<file path="config.mk">
export PLATFORM = sky130hd
export DESIGN_NAME = hazard_scoreboard
export DESIGN_NICKNAME = d
export VERILOG_FILES = /design/src/rtl/hazard_pkg.sv /design/src/rtl/hazard_scoreboard_sb_match.sv /design/src/rtl/hazard_scoreboard.sv
export SDC_FILE = /design/constraint.sdc
export NUM_CORES = 1
export LEC_CHECK = 0
export CAP_MARGIN = 30
export CORE_MARGIN = 8
export CORE_UTILIZATION = 48
export DETAILED_ROUTE_END_ITERATION = 8
export HOLD_SLACK_MARGIN = 0.08
export PLACE_DENSITY = 0.76
export SLEW_MARGIN = 20
export SYNTH_ARGS = -nofsm -noshare
export SYNTH_HDL_FRONTEND = slang
export SYNTH_SLANG_ARGS = --single-unit
export TNS_END_PERCENT = 30
</file>
<file path="constraint.sdc">
create_clock -name clk -period 2.8 [get_ports clk]
set_input_delay 0.28 -clock clk [delete_from_list [all_inputs] [get_ports clk]]
set_output_delay 0.28 -clock clk [all_outputs]
set_load 0.05 [all_outputs]
</file>
<file path="src/rtl/hazard_pkg.sv">
// Shared types for the pipeline hazard scoreboard: one slot per post-decode stage.
package hazard_pkg;

    localparam int SB_REGW = 8;
    localparam int SB_LATW = 8;
    localparam int FWD_RF  = 0;

    typedef struct packed {
        logic               valid;
        logic [SB_REGW-1:0] dst;
        logic [SB_LATW-1:0] lat;
    } sb_slot_t;

endpackage

</file>
<file path="src/rtl/hazard_scoreboard_sb_match.sv">
// Youngest-match finder: lowest-index valid slot in [LO, HI] whose dst equals reg_i.
module sb_match
    import hazard_pkg::*;
#(
    parameter int NSTG = 3,
    parameter int REGW = 5,
    parameter int FSW  = $clog2(NSTG),
    parameter int LO   = 0,
    parameter int HI   = NSTG - 1
) (
    input  logic [REGW-1:0]          reg_i,
    input  sb_slot_t [NSTG-1:0]      slots_i,
    output logic                     hit_o,
    output logic [FSW-1:0]           idx_o,
    output logic [SB_LATW-1:0]       lat_o
);

    // Scan oldest to youngest so the youngest hit overwrites older ones.
    always_comb begin
        hit_o = 1'b0;
        idx_o = '0;
        lat_o = '0;
        for (int k = HI; k >= LO; k--) begin
            if (slots_i[k].valid && (slots_i[k].dst == SB_REGW'(reg_i))) begin
                hit_o = 1'b1;
                idx_o = FSW'(k);
                lat_o = slots_i[k].lat;
            end
        end
    end

endmodule

</file>
<file path="src/rtl/hazard_scoreboard.sv">
// Hazard unit for an in-order pipeline with NSTG post-decode stages: decode stalls,
// E-stage forward selects, E bubbles and a saturating stall counter.
module hazard_scoreboard
    import hazard_pkg::*;
#(
    parameter int NSTG = 3,
    parameter int REGW = 5,
    parameter int CNTW = 16,
    parameter int FSW  = $clog2(NSTG)
) (
    input  logic            clk,
    input  logic            reset,
    input  logic            issue_valid,
    input  logic [REGW-1:0] rsD,
    input  logic [REGW-1:0] rtD,
    input  logic            use_rsD,
    input  logic            use_rtD,
    input  logic            wrD,
    input  logic [REGW-1:0] dstD,
    input  logic [FSW-1:0]  latD,
    input  logic            flush,
    output logic            stall_f,
    output logic            stall_d,
    output logic            flush_e,
    output logic [FSW-1:0]  fwd_a,
    output logic [FSW-1:0]  fwd_b,
    output logic [CNTW-1:0] stall_cnt
);

    sb_slot_t [NSTG-1:0] slot_q, slot_d;
    logic [REGW-1:0]     rse_q, rse_d, rte_q, rte_d;
    logic                use_rse_q, use_rse_d, use_rte_q, use_rte_d;
    logic [CNTW-1:0]     stall_cnt_q, stall_cnt_d;

    logic               hit_rsd, hit_rtd, hit_rse, hit_rte;
    logic [FSW-1:0]     idx_rsd, idx_rtd, idx_rse, idx_rte;
    logic [SB_LATW-1:0] lat_rsd, lat_rtd, lat_rse, lat_rte;
    logic               stall, load;

    sb_match #(.NSTG(NSTG), .REGW(REGW), .FSW(FSW), .LO(0), .HI(NSTG-2)) u_rsd (
        .reg_i(rsD), .slots_i(slot_q), .hit_o(hit_rsd), .idx_o(idx_rsd), .lat_o(lat_rsd));
    sb_match #(.NSTG(NSTG), .REGW(REGW), .FSW(FSW), .LO(0), .HI(NSTG-2)) u_rtd (
        .reg_i(rtD), .slots_i(slot_q), .hit_o(hit_rtd), .idx_o(idx_rtd), .lat_o(lat_rtd));
    sb_match #(.NSTG(NSTG), .REGW(REGW), .FSW(FSW), .LO(1), .HI(NSTG-1)) u_rse (
        .reg_i(rse_q), .slots_i(slot_q), .hit_o(hit_rse), .idx_o(idx_rse), .lat_o(lat_rse));
    sb_match #(.NSTG(NSTG), .REGW(REGW), .FSW(FSW), .LO(1), .HI(NSTG-1)) u_rte (
        .reg_i(rte_q), .slots_i(slot_q), .hit_o(hit_rte), .idx_o(idx_rte), .lat_o(lat_rte));

    // A producer at slot k reaches slot k+1 when the consumer enters E; lat 0 means 1.
    function automatic logic not_ready(input logic [SB_LATW-1:0] lat, input logic [FSW-1:0] idx);
        int eff;
        eff = (lat == '0) ? 1 : int'(lat);
        return eff > (int'(idx) + 1);
    endfunction

    function automatic logic ready_in_e(input logic [SB_LATW-1:0] lat, input logic [FSW-1:0] idx);
        return int'(lat) <= int'(idx);
    endfunction

    assign stall = ~reset & issue_valid & ~flush &
                   ((use_rsD & hit_rsd & not_ready(lat_rsd, idx_rsd)) |
                    (use_rtD & hit_rtd & not_ready(lat_rtd, idx_rtd)));

    assign stall_f   = stall;
    assign stall_d   = stall;
    assign flush_e   = ~reset & (stall | flush);
    assign stall_cnt = stall_cnt_q;

    // The stall rule keeps lat <= k here; the readiness term only guards unreachable states.
    assign fwd_a = (use_rse_q && hit_rse && ready_in_e(lat_rse, idx_rse)) ? idx_rse : FSW'(FWD_RF);
    assign fwd_b = (use_rte_q && hit_rte && ready_in_e(lat_rte, idx_rte)) ? idx_rte : FSW'(FWD_RF);

    assign load = issue_valid & ~stall & ~flush;

    always_comb begin
        slot_d = '0;
        if (load) begin
            slot_d[0].valid = wrD && (dstD != '0);
            slot_d[0].dst   = SB_REGW'(dstD);
            slot_d[0].lat   = SB_LATW'(latD);
        end
        slot_d[1] = flush ? '0 : slot_q[0];
        for (int k = 2; k < NSTG; k++) begin
            slot_d[k] = slot_q[k-1];
        end
        rse_d       = load ? rsD : '0;
        rte_d       = load ? rtD : '0;
        use_rse_d   = load & use_rsD;
        use_rte_d   = load & use_rtD;
        stall_cnt_d = (stall && !(&stall_cnt_q)) ? stall_cnt_q + 1'b1 : stall_cnt_q;
    end

    always_ff @(posedge clk) begin
        if (reset) begin
            slot_q      <= '0;
            rse_q       <= '0;
            rte_q       <= '0;
            use_rse_q   <= 1'b0;
            use_rte_q   <= 1'b0;
            stall_cnt_q <= '0;
        end else begin
            slot_q      <= slot_d;
            rse_q       <= rse_d;
            rte_q       <= rte_d;
            use_rse_q   <= use_rse_d;
            use_rte_q   <= use_rte_d;
            stall_cnt_q <= stall_cnt_d;
        end
    end

endmodule

</file>
* Yosys cells after proc, flatten, opt, wreduce, memory -nomap -nowiden
Index checks and enable logic that the tools add are counted.
** Operators by class
- Reduce and logical (&&, ||, !) cells :: 21
- Mux-type cells :: 28
- Add/subtract/negate cells :: 3
- Eq/ne operators :: 8
- Bitwise gates (word level) :: 18
- $lt $le $gt $ge :: 4
** Operators with widths (count)
- two-way mux 8 bit :: 10
- == test 8 x 5 -> 1 bit :: 8
- adder 16 x 1 -> 16 bit, second input constant :: 1
- greater-than comparator 8 x 3 -> 1 bit :: 2
- less-or-equal comparator 8 x 2 -> 1 bit :: 2
- zero test 8 bit :: 2
- AND reduction 16 bit :: 1
- logical AND 1 bit :: 14
- bitwise AND 1 bit :: 12
- two-way mux 1 bit :: 12
- two-way mux 2 bit :: 6
- adder 2 x 1 -> 3 bit, second input constant :: 2
- nonzero test 5 bit :: 1
- inverter 1 bit :: 4
- OR reduction 2 bit :: 2
- OR 1 bit :: 2
- zero test 1 bit :: 1
** Word-level totals
- Output and inout bits :: 23
- Word-level logic and storage cells :: 98
- Register bits after elaboration :: 79

* Depth between registers and ports, before layout
Gate-level depths: netlist of run 1.
- Depth after elaboration :: 15
- Depth in mapped cells :: 14

* Hierarchy
A second synthesis of run 1 with hierarchy kept.
** Second synthesis, totals
- Cells, all modules :: 434
- Area total of the unflattened synthesis :: 3649.8 µm²
** Modules (own cells, without submodules)
- hazard_scoreboard :: instances 1, cells an instance 244, area an instance 2263.4 µm²
- sb_match at u_rse ... :: instances 2, cells an instance 48, area an instance 349.1 µm²
- sb_match at u_rsd ... :: instances 2, cells an instance 47, area an instance 344.1 µm²

* Least setup slack after synthesis of run 1
Ideal clock, no wire load.
- Kind :: reg-to-output
- Start :: reg slot_q (netlist bit slot_d[46])
- End :: out flush_e
- Stages on the path, launching flop included :: 15
- Buffers on the path :: 2
- Data required time :: 2.520 ns
- Arrival :: 3.036 ns
- Slack :: -0.516 ns
- Path through :: dfxtp_1 -> buf_6 -> xnor2_1 -> nand4_1 -> nor3_1 -> a22o_1 -> and3_1 -> ha_1 -> nand2_1 -> o211a_1 -> nor3b_2 -> nor4_4 -> buf_2 -> o21ba_2 -> nor2_1
** On the way
- Word-level cells in the longest chain between the ends :: 12
- Elaborated cells on any way between the ends :: 32
** RTL lines
- start, declared :: RTL line hazard_scoreboard.sv:30 : sb_slot_t [NSTG-1:0] slot_q, slot_d;
- start signal, assigned :: RTL line hazard_scoreboard.sv:102 : slot_q <= slot_d;
- == test 8 x 5 -> 1 bit :: RTL line hazard_scoreboard_sb_match.sv:24 : if (slots_i[k].valid && (slots_i[k].dst == SB_REGW'(reg_i))) begin
- logical AND 1 bit :: RTL line hazard_scoreboard_sb_match.sv:24
- two-way mux 8 bit (2 in a row) :: RTL line hazard_scoreboard_sb_match.sv:24
- zero test 8 bit :: RTL line hazard_scoreboard.sv:52 : eff = (lat == '0) ? 1 : int'(lat);
- two-way mux 8 bit :: RTL line hazard_scoreboard.sv:52
- greater-than comparator 8 x 3 -> 1 bit :: RTL line hazard_scoreboard.sv:53 : return eff > (int'(idx) + 1);
- bitwise AND 1 bit (on tied branches) :: RTL line hazard_scoreboard.sv:61, hazard_scoreboard.sv:62
- OR 1 bit * :: RTL line hazard_scoreboard.sv:61 : ((use_rsD & hit_rsd & not_ready(lat_rsd, idx_rsd)) |
- bitwise AND 1 bit * :: RTL line hazard_scoreboard.sv:60 : assign stall = ~reset & issue_valid & ~flush &
- OR 1 bit * :: RTL line hazard_scoreboard.sv:66 : assign flush_e = ~reset & (stall | flush);
- bitwise AND 1 bit * :: RTL line hazard_scoreboard.sv:66
- end, declared :: RTL line hazard_scoreboard.sv:24 : output logic flush_e,
Every way passes the cells marked *; elsewhere a longest branch is shown, timed or not.

* Worst setup path after layout of run 1
- Start :: reg slot_q (netlist bit slot_d[45])
- End :: out flush_e
Same word-level chain as after synthesis.

==> results of run 1 <==
==> power breakdown <==
| group | internal (W) | switching [W] | leakage [nW] |
|---|---|---|---|
| Combinational | 0.0000714 | 0.0000600 | 1.25 |
| Clock | 0.000178 | 0.000259 | 0.0414 |
| Sequential | 0.000744 | 0.0000103 | 0.427 |
==> area by class of cell <==
cell class,instances,area (µm²),area share (%)
clock buffers,6,72.6,1.78
multi-input cells,229,1860,45.5
clock inverters,2,16.3,0.398
well taps,75,93.8,2.30
inverters,5,18.8,0.460
repair buffers,95,955,23.4
flip-flops and latches,52,1070,26.1
==> worst max path at each step <==
stage	slack, ns	end	cells after the start	from
5_1_grt	-0.73	flush_e	14	slot_q[10]
3_5_place_dp	-0.79	flush_e	15	rtD[4]
6_report	-0.63	flush_e	14	slot_d[45]
3_3_place_gp	-0.70	flush_e	16	rtD[4]
4_1_cts	-0.51	flush_e	15	slot_q[9]
2_1_floorplan	-0.08	flush_e	13	slot_q[11]
==> cells by family (layout without fill, tap and decap cells) <==
| kind of cell | count (synthesis) | after routing | synth area share [%] |
|---|---|---|---|
| and+or+nand+nor | 139 | 139 | 30.3 |
| xor gates and xnor gates | 40 | 40 | 13.6 |
| DFF | 52 | 52 | 37.2 |
| muxes | 7 | 7 | 2.82 |
| buffers and inverters | 21 | 108 | 4.56 |
| AOI/OAI and AO/OA | 36 | 36 | 8.32 |
| adders and majority gates | 7 | 7 | 3.13 |
==> metrics by stage <==
step	setup TNS (ns)	cell area [µm²]	hold WS, ns	utilization [%]
2_1_floorplan	-0.114	2830	0.421	-
3_3_place_gp	-16.33	3560	0.480	61.6
3_5_place_dp	-20.02	3560	0.489	61.6
4_1_cts	-6.94	3940	0.444	68.2
5_1_grt	-19.22	4080	0.469	70.6
6_report	-13.88	4080	0.468	70.6
==> registers in the layout, summed over array words and instances, names as in the netlist <==
name,count
use_rte_q,1
slot_d,8
rte_q,5
slot_q,16
rse_q,5
stall_cnt,16
use_rse_q,1
==> layer usage <==
layer / vias up / wire length, µm / global-route usage, %
met5: - / 0 / 0
met2: 93 / 4110 / 30.9
li1: 1240 / - / -
met3: 18 / 465 / 4.69
met1: 1214 / 3250 / 20.6
met4: 0 / 178 / 6.44
==> cell usage after synthesis <==
| master | count |
|---|---|
| nand4_1 | 11 |
| xor2_1 | 16 |
| and3_1 | 30 |
| nor3_1 | 4 |
| o21ai_0 | 10 |
| mux2_2 | 3 |
| or3_1 | 8 |
| buf_4 | 2 |
| nor4_4 | 1 |
| mux2i_1 | 3 |
| and2_1 | 11 |
| a22o_1 | 4 |
| o211ai_2 | 1 |
| and4_1 | 4 |
| buf_2 | 3 |
| nor2b_1 | 13 |
| nand2_1 | 15 |
| a21bo_2 | 2 |
| nor4_1 | 6 |
| nor3b_2 | 2 |
| o21ba_2 | 1 |
| inv_1 | 5 |
| dfxtp_1 | 52 |
| clkbuf_1 | 5 |
| xnor2_2 | 4 |
| nand2b_1 | 2 |
| o211a_1 | 1 |
| nand4b_1 | 1 |
| a21oi_1 | 13 |
| mux2_4 | 1 |
| nor3_2 | 3 |
| nand3_1 | 8 |
| or4_1 | 6 |
| buf_6 | 5 |
| buf_1 | 1 |
| ha_1 | 7 |
| nor2_4 | 1 |
| xnor2_1 | 20 |
| o31ai_1 | 4 |
| nor2_1 | 13 |
==> worst max-delay path: cells and delay by family, from the launching register on <==
family / cells / cell delay, ns
xor gates and xnor gates: 1 / 0.15
adders and majority gates: 1 / 0.29
and+or+nand+nor: 6 / 1.12
DFF: 1 / 0.38
AOI/OAI and AO/OA: 2 / 0.37
buffers and inverters: 4 / 0.51
==> cells in the final DEF (no fill, tap or decap), drive strengths merged, types with 5 or more instances in the layout <==
cell type,n
xor2,16
nor2b,13
or3,8
nor4,7
o21ai,10
nor3,7
nand3,8
xnor2,24
nand2,15
dlygate4sd2,10
or4,6
nand4,11
nor2,14
clkdlybuf4s50,29
a21oi,13
ha,7
clkbuf,6
buf,56
inv,5
and3,30
and2,11
dfxtp,52
==> timing repair <==
action | in CTS | in global routing
cloned | 1 | 0
setup buffers | 15 | 5
gates resized for setup | 57 | 16
pin swaps | 41 | 19
setup endpoints to repair | 42 | 42
hold endpoints to repair | 0 | 0
==> qor.csv, run 1 <==
metric,value,unit
ios,47,
critical_path_required,2.52,ns
cts_inserted_buffers,5,
antenna_violating_nets_post_route,0,
synthesis.nets,333,
layout_min_cycle_time,3.43,ns
master_cell_of_the_clock_root_buffer,clkbuf_8,
drt-initial-drc-count,141,
finish.net_count,419,
crit-reg2reg-launch,slot_q[10],
finalClockSkew,0.00823,ns
pre_cts_ws,-0.793,ns
grt_overflow_total,0,
antenna_cells,0,
finalHoldViolCount,0,
cp_slowest_cell,dfxtp_4,
antenna_found_initial,0,
timing.critical_path.cells,xnor2_2 -> nand4_1 -> nor3_2 -> buf_4 -> inv_1 -> ha_1 -> nor2b_2 -> o211ai_4 -> nor3_2 -> nor4_4 -> buf_12 -> o21ba_4 -> nor2_4 -> buf_8,
timing.slew.headroom,61.1,%
cellPowerDensity,324,nW/µm²
number_of_buffers_added_on_ports,46,
crit_path_max_fo,3,
place.detailed.hpwl,5230,µm
cts_num_sinks,52,
starting_utilization_of_the_core_area,48.4,%
r2r_setup_slack,-0.60,ns
setup.worst_path.class,flip-flop to primary output,
hold-path-cell-count,2,
synthDistinctLibCells,40,
wire_per_inst,17.3,µm
critical-path-top-cell-by-count,nor3_2,
leakagePower,1.72,nW
worst_slew_pin_slew,0.584,ns
h_tree_level_count,2,
start_kind,flip-flop,
die_width,92.3,µm
synth.ff_latch_count,52,
vias,2565,
first_pass_iters,4,
finalSetupViolations,42,
clk_transition_reported_paths,0.09,ns
outcome,finished with violations,
mappedNetlistArea,2800,µm²
synthDominantCellAreaShare,37.2,%
cp_data_arrival_time,3.15,ns
yosysWarningCount,0,
wirelength,8000,µm
clock_path_buffers,2,
unrepaired_setup_endpoints_after_global_routing,yes,
failed_checks,negative setup slack,
design.core.area,5780,µm²
holdCritPathClass,primary input to flip-flop,
die_height,92.3,µm
synth.top_cells.by_area,"dfxtp_1 (37%), and3_1 (6.7%), xnor2_1 (6.3%)",
seq_area_frac_synth,37.2,%
max_freq,291,MHz
post_cts_hold_buffer_count,0,
placement_rows,28,
cts_tree,yes,
fillerInstances,423,
hold_path_startpoint,rtD[3],
flow.area_growth_from_synthesis,46.0,%
postSynthCellCount,302,
via_count_of_the_first_global_routing_pass,2605,
yosysTopAreaCell,dfxtp_1,
post_drt_via_cell_ratio,5.53,
slowest_delay,0.38,ns
grt_first_pass_wirelength,12500,µm
layout.cells.non_filler,464,
clkLatencyLatePin,0.31,ns
timing.hold.worst_endpoint,rte_q[3],
finalCritPeriodShare,123,%
max_cap_viol_count,0,
worst_case_reg_to_reg_path_depth,18,
final-max-slew-violation-count,0,
avgSynthCellArea,9.26,µm²
grt_max_degree,31,
setup_ws,-0.633,ns
gp_congestion,0.860,
setup.worst_path.end_class,primary output,
remaining_drc_errors,0,
totalPowerFinal,0.00132,W
r2r_end,stall_cnt[13],
placed_cells,436,
power.ir.vdd_worst,0.000221,V
floorplan.die_area,8520,µm²
drive_above_1_share,30.8,%
global_route.usage.total,17.8,%
Power figures use the tool's default switching activity.
==> run 2: changes to the inputs <==
Settings changed: GPL_TIMING_DRIVEN set to 0.
==> run 2 against run 1 <==
  * The flow still finishes with violations (negative setup slack)
  * Clock skew increased by 0.0045 ns
  * Critical path depth grew 1
  * Sequential power barely moved
  * Combinational power barely moved
  * Fmax barely moved
==> qor.csv, run 2 (synthesis results as in run 1) <==
metric,value,unit
startpoint,slot_d[43],
max_freq,291,MHz
route.layer.met1.wl,3240,µm
place.detailed.hpwl,5310,µm
antenna_violating_nets_post_route,0,
finalSetupViolations,41,
most-common-layout-cells,"dfxtp_1 (43), and3_1 (30), clkdlybuf4s50_1 (29), buf_4 (27), xor2_1 (16)",
layout.cells.non_filler,458,
floorplan.die_area,8520,µm²
grt_overflow_total,0,
cellPowerDensity,333,nW/µm²
clkLatencyLatePin,0.31,ns
slowest_delay,0.33,ns
layout_commonest_cell,dfxtp_1,
post_drt_via_cell_ratio,5.58,
setup_ws,-0.636,ns
cts_tree,yes,
outcome,finished with violations,
cts_num_sinks,52,
layout.area.seq,1070,µm²
wire_per_inst,17.3,µm
via_count_of_the_first_global_routing_pass,2540,
final.setup.tns,-13.87,ns
setup.worst_path.end_class,primary output,
placed_cells,423,
drt-initial-drc-count,119,
ios,47,
path_depth,15,
placement.cell_area,3390,µm²
met2WireLength,4130,µm
crit-reg2reg-launch,slot_q[12],
cts_inserted_buffers,5,
antenna_cells,0,
die_height,92.3,µm
grt_first_pass_wirelength,12000,µm
critical-path-top-cell-by-count,buf_6,
critical_path_required,2.52,ns
crit_path_max_fo,5,
cp_data_arrival_time,3.16,ns
max_cap_viol_count,0,
global_route.usage.total,17.3,%
unrepaired_setup_endpoints_after_global_routing,yes,
final-max-slew-violation-count,0,
clk_transition_reported_paths,0.09,ns
finalCritPeriodShare,123,%
antenna_found_initial,0,
die_width,92.3,µm
path_delay_family,simple AND/OR/NAND/NOR gates,
clock_path_buffers,2,
final_design_area_no_fill,3950,µm²
number_of_buffers_added_on_ports,46,
multiInputGateArea,1860,µm²
fillerInstances,446,
timing.critical_path.cells,buf_6 -> xnor2_2 -> nand4_1 -> nor3_2 -> buf_4 -> inv_1 -> ha_4 -> nor2b_2 -> o211ai_4 -> nor3_4 -> nor4_4 -> buf_6 -> o21ba_4 -> nor2_4 -> buf_8,
failed_checks,negative setup slack,
finalClockSkew,0.0127,ns
remaining_drc_errors,0,
design.core.area,5780,µm²
placement_rows,28,
worst_case_reg_to_reg_path_depth,15,
holdCritPathClass,primary input to flip-flop,
layout_min_cycle_time,3.44,ns
r2r_setup_slack,-0.56,ns
finish.net_count,413,
leakagePower,1.66,nW
first_pass_iters,4,
h_tree_level_count,2,
setup.worst_path.class,flip-flop to primary output,
flow.area_growth_from_synthesis,41.3,%
endpoint,flush_e,
worst_slew_pin_slew,0.613,ns
cp_slowest_cell,dfxtp_2,
power.ir.vdd_worst,0.000199,V
r2r_end,stall_cnt[6],
critical_path.n_buffers_inverters,5,
grt_max_degree,17,
wirelength,7940,µm
dr_top_layer,met4,
vias,2557,
start_kind,flip-flop,
starting_utilization_of_the_core_area,48.4,%
finalHoldViolCount,0,
dr_wl_met3,423,µm
drive_above_1_share,28.5,%
master_cell_of_the_clock_root_buffer,clkbuf_8,
timing.slew.headroom,59.1,%
gp_congestion,0.859,
-- run 2: per-stage QoR --
step	hold slack (ns)	utilization (%)	total power, W	worst slack [ns]
final	0.339	68.4	0.00131	-0.636
after global routing	0.342	68.4	0.00137	-0.779
after CTS	0.435	63.6	0.00131	-0.599
after detailed placement	0.476	58.6	0.000893	-1.77
after global placement	0.475	58.6	0.000891	-1.70
after floorplan	0.421	-	0.000833	-0.0812
-- run 2: routing by layer --
layer | track usage [%] | up-vias
met2 | 30.6 | 92
met4 | 6.17 | 0
met3 | 4.21 | 13
met1 | 19.8 | 1221
met5 | 0 | -
li1 | - | 1231
-- run 2: worst min path at each step --
stage                           from         end  slack, ns  cells after the start
after floorplan                  wrD  slot_q[16]       0.42                      2
after global placement    slot_q[16]  slot_d[50]       0.47                      1
after detailed placement  slot_q[16]  slot_d[50]       0.48                      1
after CTS                     rsD[0]    rse_q[0]       0.43                      2
after global routing          rtD[0]    rte_q[0]       0.34                      2
final                         rtD[0]    rte_q[0]       0.34                      2
-- run 2: timing repair --
item / in CTS / in global routing
hold buffers: 0 / 0
setup buffers: 22 / 7
pin swaps: 21 / 37
setup endpoints to repair: 42 / 43
gates resized for setup: 77 / 42
cloned: 1 / 1
-- run 2: layout make-up --
type,count,share of cell area (%)
multi-input cells,229,46.9
flip-flops and latches,52,27.0
repair buffers,77,18.6
plain buffers,12,2.37
well taps,75,2.37
clock buffers,6,1.84
inverters,5,0.475
clock inverters,2,0.412
-- run 2: report_power, final --
group          internal (W)  leakage (nW)  total [W]  switching, W
Combinational     0.0000696          1.19   0.000132     0.0000622
Sequential         0.000744         0.427   0.000754     0.0000101
Clock              0.000178        0.0414   0.000428      0.000250
Total              0.000992          1.66    0.00131      0.000322
==> run 3: changes to the inputs <==
Settings changed: SLEW_MARGIN 20 to 10.
==> results of run 3 <==
Final layout, timing and power as in run 2 (identical DEF).
